$ cat src/rtl/can_frame_encoder.sv
// CAN 2.0A (standard identifier) frame encoder.
//
// Serialises one data or remote frame per accepted request. The encoder
// computes the 15-bit CRC and inserts stuff bits. Every field bit, including
// any stuff bit, takes one bit_tick.
//
// Parameters:
//   IFS_BITS  number of recessive intermission bits sent after EOF
//
// Ports:
//   clk       system clock; all state changes happen on its rising edge
//   reset_n   asynchronous active-low reset
//   bit_tick  one-clk pulse per CAN bit time; txd only changes on these cycles
//   start     frame request; accepted only while idle
//   id        11-bit identifier, sent MSB first
//   rtr       remote-frame flag (a remote frame carries no data field)
//   dlc       data length code, sent exactly as latched
//   data      payload; byte 0 is data[63:56]; each byte is sent MSB first
//   txd       serial CAN bit; 1 = recessive
//   busy      a frame is in progress
//   done      one-clk pulse when the frame completes
//   crc       CRC of the current frame, or of the last frame when idle
module can_frame_encoder #(
    parameter int unsigned IFS_BITS = 3
) (
    input  logic        clk,
    input  logic        reset_n,
    input  logic        bit_tick,
    input  logic        start,
    input  logic [10:0] id,
    input  logic        rtr,
    input  logic [3:0]  dlc,
    input  logic [63:0] data,
    output logic        txd,
    output logic        busy,
    output logic        done,
    output logic [14:0] crc
);

    typedef enum logic [3:0] {
        StIdle, StSof, StId, StRtr, StIde, StR0, StDlc, StData, StCrc,
        StCrcDel, StAck, StAckDel, StEof, StIfs
    } state_e;

    localparam logic [6:0] IfsLast = (IFS_BITS > 0) ? 7'(IFS_BITS - 1) : 7'd0;

    state_e      state_q, state_d;
    logic [6:0]  cnt_q, cnt_d;     // bit index within the current field
    logic [2:0]  run_q, run_d;     // length of the current run of equal bits
    logic        last_q, last_d;   // last bit put on the wire
    logic        txd_q, txd_d;
    logic        done_q, done_d;
    logic [14:0] crc_q, crc_d;
    logic [10:0] id_q, id_d;
    logic        rtr_q, rtr_d;
    logic [3:0]  dlc_q, dlc_d;
    logic [63:0] data_q, data_d;

    // MSB-first serialisation: shift the field left by the bit index.
    logic [10:0] id_sh;
    logic [3:0]  dlc_sh;
    logic [63:0] data_sh;
    logic [14:0] crc_sh;
    assign id_sh   = id_q << cnt_q;
    assign dlc_sh  = dlc_q << cnt_q;
    assign data_sh = data_q << cnt_q;
    assign crc_sh  = crc_q << cnt_q;

    // Number of data bits: zero for remote frames, and DLC values above 8 mean 8 bytes.
    logic [6:0] n_bits;
    always_comb begin
        if (rtr_q) begin
            n_bits = 7'd0;
        end else if (dlc_q > 4'd8) begin
            n_bits = 7'd64;
        end else begin
            n_bits = {dlc_q, 3'b000};
        end
    end

    logic   tx_bit, fin, stuff_zone, inv;
    state_e nxt;

    always_comb begin
        state_d = state_q;
        cnt_d   = cnt_q;
        run_d   = run_q;
        last_d  = last_q;
        txd_d   = txd_q;
        done_d  = 1'b0;
        crc_d   = crc_q;
        id_d    = id_q;
        rtr_d   = rtr_q;
        dlc_d   = dlc_q;
        data_d  = data_q;
        tx_bit  = 1'b1;
        fin     = 1'b0;
        nxt     = state_q;
        inv     = 1'b0;
        // CrcDel is included so that a stuff bit due after the last CRC bit goes out first.
        stuff_zone = (state_q >= StSof) && (state_q <= StCrcDel);

        if (state_q == StIdle) begin
            if (start) begin
                id_d    = id;
                rtr_d   = rtr;
                dlc_d   = dlc;
                data_d  = data;
                crc_d   = '0;
                cnt_d   = '0;
                run_d   = '0;
                last_d  = 1'b1;  // idle bus is recessive, so SOF starts a new run
                state_d = StSof;
            end
        end else if (bit_tick) begin
            if (stuff_zone && run_q == 3'd5) begin
                // Stuff bit: the complement starts a new run. The CRC and
                // the field counters do not advance.
                txd_d  = ~last_q;
                last_d = ~last_q;
                run_d  = 3'd1;
            end else begin
                unique case (state_q)
                    StSof:    begin tx_bit = 1'b0;       fin = 1'b1;             nxt = StId;     end
                    StId:     begin tx_bit = id_sh[10];  fin = (cnt_q == 7'd10); nxt = StRtr;    end
                    StRtr:    begin tx_bit = rtr_q;      fin = 1'b1;             nxt = StIde;    end
                    StIde:    begin tx_bit = 1'b0;       fin = 1'b1;             nxt = StR0;     end
                    StR0:     begin tx_bit = 1'b0;       fin = 1'b1;             nxt = StDlc;    end
                    StDlc: begin
                        tx_bit = dlc_sh[3];
                        fin    = (cnt_q == 7'd3);
                        nxt    = (n_bits == 7'd0) ? StCrc : StData;
                    end
                    StData: begin
                        tx_bit = data_sh[63];
                        fin    = (cnt_q == n_bits - 7'd1);
                        nxt    = StCrc;
                    end
                    StCrc:    begin tx_bit = crc_sh[14]; fin = (cnt_q == 7'd14); nxt = StCrcDel; end
                    StCrcDel: begin tx_bit = 1'b1;       fin = 1'b1;             nxt = StAck;    end
                    StAck:    begin tx_bit = 1'b1;       fin = 1'b1;             nxt = StAckDel; end
                    StAckDel: begin tx_bit = 1'b1;       fin = 1'b1;             nxt = StEof;    end
                    StEof: begin
                        tx_bit = 1'b1;
                        fin    = (cnt_q == 7'd6);
                        nxt    = (IFS_BITS == 0) ? StIdle : StIfs;
                    end
                    StIfs:    begin tx_bit = 1'b1;       fin = (cnt_q == IfsLast); nxt = StIdle; end
                    default:  begin tx_bit = 1'b1;       fin = 1'b1;             nxt = StIdle;   end
                endcase

                txd_d = tx_bit;

                if (state_q <= StCrc) begin
                    last_d = tx_bit;
                    run_d  = (tx_bit == last_q) ? run_q + 3'd1 : 3'd1;
                end else begin
                    run_d = '0;
                end

                if (state_q <= StData) begin
                    inv   = tx_bit ^ crc_q[14];
                    crc_d = {crc_q[13:0], 1'b0} ^ (inv ? 15'h4599 : 15'h0000);
                end

                if (fin) begin
                    cnt_d   = '0;
                    state_d = nxt;
                    done_d  = (nxt == StIdle);
                end else begin
                    cnt_d = cnt_q + 7'd1;
                end
            end
        end
    end

    always_ff @(posedge clk or negedge reset_n) begin
        if (!reset_n) begin
            state_q <= StIdle;
            cnt_q   <= '0;
            run_q   <= '0;
            last_q  <= 1'b1;
            txd_q   <= 1'b1;
            done_q  <= 1'b0;
            crc_q   <= '0;
            id_q    <= '0;
            rtr_q   <= 1'b0;
            dlc_q   <= '0;
            data_q  <= '0;
        end else begin
            state_q <= state_d;
            cnt_q   <= cnt_d;
            run_q   <= run_d;
            last_q  <= last_d;
            txd_q   <= txd_d;
            done_q  <= done_d;
            crc_q   <= crc_d;
            id_q    <= id_d;
            rtr_q   <= rtr_d;
            dlc_q   <= dlc_d;
            data_q  <= data_d;
        end
    end

    assign txd  = txd_q;
    assign busy = (state_q != StIdle);
    assign done = done_q;
    assign crc  = crc_q;

endmodule
$ cat config.mk
export PLATFORM = sky130hd
export DESIGN_NAME = can_frame_encoder
export DESIGN_NICKNAME = d
export VERILOG_FILES = /design/src/rtl/can_frame_encoder.sv
export SDC_FILE = /design/constraint.sdc
export NUM_CORES = 1
export LEC_CHECK = 0
export CAP_MARGIN = 20
export CORE_MARGIN = 4
export CORE_UTILIZATION = 50
export CTS_BUF_LIST = sky130_fd_sc_hd__clkbuf_8
export CTS_CLUSTER_SIZE = 14
export DETAILED_ROUTE_END_ITERATION = 7
export GPL_TIMING_DRIVEN = 0
export HOLD_SLACK_MARGIN = 0.08
export PLACE_DENSITY = 0.88
export SETUP_SLACK_MARGIN = 0.3
export SLEW_MARGIN = 10
export SYNTH_ARGS = -nofsm -noshare
export SYNTH_HDL_FRONTEND = slang
export SYNTH_SLANG_ARGS = --single-unit
export TNS_END_PERCENT = 50
$ cat constraint.sdc
create_clock -name clk -period 2.6 [get_ports clk]
set_input_delay 0.52 -clock clk [delete_from_list [all_inputs] [get_ports clk]]
set_output_delay 0.52 -clock clk [all_outputs]
set_load 0.01 [all_outputs]
==> summary.md <==
| Metric | Value |
|---|---|
| Status | `finished, violations left` |
| Violated checks | `setup timing` |
| Routed Wire Length | `15700 µm` |
| Peak VDD IR | `0.581 mV` |
| Worst-skew pair later-pin latency | `0.38 ns` |
| Cell leakage power | `3.19 nW` |
| Skew final | `0.0125 ns` |
| Hold Path Class | `register to register` |
| Antenna violations before repair | `0` |
| Worst Setup EP | `state_q[3]` |
| R2R depth | `12` |
| H-tree lvl count | `3` |
| Final hold vios | `0` |
| Reg2reg start | `rtr_q` |
| Vias in the first global route | `4832` |
| Leading area contributor after synthesis | `dfrtp_1` |
| Die area | `13600 µm²` |
| #FFs+latches synth | `112` |
| I/O Pins | `102` |
| Peak Freq | `352 MHz` |
| Clk pin slew, worst setup/hold paths | `0.12 ns` |
| Die Width | `116 µm` |
| Cell area after layout | `7840 µm²` |
| Slew margin rel. | `50.0%` |
| Layout fillers | `763` |
| Post-synth net total | `569` |
| Synth Warn # | `0` |
| CP Class | `register to register` |
| Worst setup EP type | `register` |
| Register area share after synthesis | `47.7%` |
| # placed instances | `725` |
| Syn Area/Cell | `12.2 µm²` |
| RSZ-0062 raised after global routing | `yes` |
| Critical Path Source Type | `register` |
| Final Power | `9.18 mW` |
| DR DRC count | `0` |
| RR Endpoint | `state_q[3]` |
| DP HPWL | `10800 µm` |
| Layout cells sized above 1 | `34.2%` |
| Seq pwr share | `34.1%` |
| DR WL/cell | `20.8 µm` |
| Worst EP required | `2.88 ns` |
| Setup TNS | `-1.61 ns` |
| Post-Syn Area | `5880 µm²` |
| Gr usage total | `22.8%` |
| Power density cells | `1170 nW/µm²` |
| Top_reg_cell synth | `dfrtp_1` |
| DR vias/cell | `6.12` |
| Crit path launch | `rtr_q` |
| Post-DP Area | `7150 µm²` |
| Arrival time at the worst endpoint | `3.12 ns` |
| Switching Power | `3.54 mW` |
| Cells after Synth | `480` |
| Crit share post-route | `109%` |
| Yosys cell types | `68` |
| Grt ovf | `0` |
| TritonCTS clock tree | `yes` |
| Post-synth EDFFs | `0` |
| Core area | `11500 µm²` |
| MaxCap Viol Count | `0` |
| Nets | `698` |
| Clock share of power | `11.3%` |
| Starting Density | `51.2%` |
| Via count | `4636` |
| Chip Height | `116 µm` |
| Final worst-path setup slack | `-0.238 ns` |
| Area grow syn2layout | `33.3%` |
| Post-synth ARST share | `100%` |
| Final Non-Filler Cells | `757` |
| Final GP Congestion | `0.960` |
| Rows | `39` |
| Minimum clock period after layout | `2.84 ns` |
| Worst Tran Pin Value | `0.750 ns` |
| IO buf count | `101` |
| 1st-iter DRT viols | `335` |
| Root Buffer | `clkbuf_8` |
| Combinational Power Share | `54.7%` |
| CTS buffer count | `9` |
| Finished Core Util | `68.3%` |
| Post-DRT Antenna Nets | `0` |
| R2R setup slack | `-0.24 ns` |
| Final Setup Violations | `19` |
| Area contributors post-synth | `dfrtp_1 47%, mux2_2 16%, mux4_2 6.1%` |
| ANT cells | `0` |
| Switching share of power | `38.5%` |
| Max Slew Vio Count | `0` |
| First-pass GRT wire length | `24000 µm` |
| Clock Sink Count | `112` |
| Largest net degree at the start of global routing | `71` |
| Pint | `5.64 mW` |
| CP Max Fanout | `6` |
| CTS Buffer Depth | `2` |
| Post-synth top area share | `46.8%` |
| DRT Pass-1 Iters | `5` |
## synth_stat cells (all sizes together) (3+ instances only)
library cell / count
dfrtp: 110
mux2: 84
nand2: 38
clkbuf: 27
o21ai: 24
mux4: 19
nor2: 14
mux2i: 13
nand3: 12
inv: 11
a21oi: 9
a31oi: 8
buf: 8
nand4: 7
o31ai: 7
ha: 5
nor2b: 5
or3: 5
xnor3: 5
a22oi: 4
nor3: 4
nor4: 4
o22ai: 4
xnor2: 4
a211oi: 3
and3: 3
## power by group through the flow
stage	registers [mW]	clock network [mW]	logic (mW)
after global placement	3.08	0	3.96
after detailed placement	3.15	0	4.14
after CTS	3.11	1.04	4.70
after global routing	3.21	1.11	5.36
after floorplan	3.00	0	3.03
final	3.13	1.03	5.02
## final cells by class
type	count	area (µm²)	area share [%]
Clock buffer	9	124	1.58
Timing Repair Buffer	118	1180	15.1
Clock inverter	7	63.8	0.814
Buffer	35	300	3.83
Multi-Input combinational cell	322	3140	40.0
Inverter	11	41.3	0.527
Sequential cell	112	2810	35.9
Tap cell	143	179	2.28
## state kept, by name (all words and copies together), names as in the netlist
signal,flops
cnt_q,7
crc,15
data_q,64
dlc_q,4
done,1
id_q,11
last_q,1
rtr_q,1
run_q,3
state_q,4
txd,1
## cells by family (layout without fill, tap and decap cells)
kind of cell	Yosys count	in the layout	share of synthesized area, %
buffers and inverters	46	180	3.19
XOR/XNOR	10	10	2.66
adder cells (fa/ha/maj)	5	5	1.06
flip-flops	112	112	47.7
multiplexers	116	116	25.8
AO/OA/AOI/OAI	83	83	10.0
AND/OR/NAND/NOR	108	108	9.56
## layout by cell type, fill, tap and decap left out, types with 3 or more instances in the layout
| cell type | netlist | routed |
|---|---|---|
| o21ai_1 | 3 | 6 |
| xnor2_1 | 4 | 4 |
| nand2_1 | 38 | 36 |
| o21ai_0 | 21 | 16 |
| o31ai_2 | 5 | 5 |
| clkbuf_8 | 0 | 10 |
| or3_1 | 5 | 5 |
| mux2i_1 | 13 | 12 |
| a31oi_1 | 8 | 5 |
| clkbuf_1 | 27 | 5 |
| clkbuf_2 | 0 | 3 |
| mux4_2 | 16 | 17 |
| nor2b_1 | 5 | 5 |
| nand4_1 | 7 | 7 |
| dfrtp_2 | 0 | 4 |
| buf_4 | 0 | 13 |
| ha_1 | 5 | 4 |
| a31oi_4 | 0 | 3 |
| a21oi_1 | 9 | 6 |
| inv_8 | 0 | 3 |
| nor4_1 | 4 | 3 |
| a211oi_2 | 0 | 3 |
| buf_2 | 6 | 5 |
| clkdlybuf4s50_1 | 0 | 99 |
| buf_6 | 1 | 8 |
| nor2_1 | 14 | 14 |
| o22ai_1 | 4 | 4 |
| xnor3_1 | 5 | 5 |
| buf_8 | 0 | 3 |
| dfrtp_1 | 110 | 106 |
| and3_1 | 3 | 3 |
| clkinv_4 | 0 | 3 |
| mux2_2 | 82 | 82 |
| clkbuf_4 | 0 | 11 |
| nand3_1 | 12 | 10 |
| inv_1 | 11 | 12 |
## metrics by stage
stage          setup WS (ns)  hold WS, ns
2_1_floorplan         0.0435        0.224
3_3_place_gp           -3.08        0.467
3_5_place_dp          -0.586        0.470
4_1_cts              -0.0473        0.492
5_1_grt               -0.285        0.509
6_report              -0.238        0.487
## critical path, stage by stage (launching register included)
cell and delay, ns:
dfrtp_2 0.43, buf_4 0.16, nor2_1 0.12, nand2_1 0.15, ha_4 0.21, xor2_2 0.18, o21ai_1 0.18, a21boi_2 0.10
or4_4 0.55, buf_8 0.17, clkbuf_16 0.16, a211oi_2 0.22, o2bb2ai_1 0.10
## timing repair
action                                  4_1_cts  5_1_grt
buffers inserted                              8        6
hold endpoints to repair                     40        0
pin swaps                                    15       13
cloned                                        0        1
hold buffers                                  1        0
gates resized for setup                      76       30
endpoints found under the setup margin      113      112
## how the worst min path moves through the flow
stage / end / cells after the start / slack [ns] / from
floorplan: cnt_q[0] / 0 / 0.22 / reset_n
global placement: txd / 2 / 0.47 / txd
detailed placement: id_q[4] / 1 / 0.47 / reset_n
CTS: txd / 2 / 0.49 / txd
global route: txd / 2 / 0.51 / txd
finish: txd / 2 / 0.49 / txd
## per-layer routing
layer | vias to the layer above | part of all wire [%] | track usage, %
met4 | 0 | 3.1 | 7.66
met2 | 216 | 51 | 39.1
met1 | 2318 | 39 | 29.0
li1 | 2049 | - | -
met3 | 53 | 6.7 | 4.77
met5 | - | 0 | 0
Note: power is estimated with default switching activity, not from simulation.
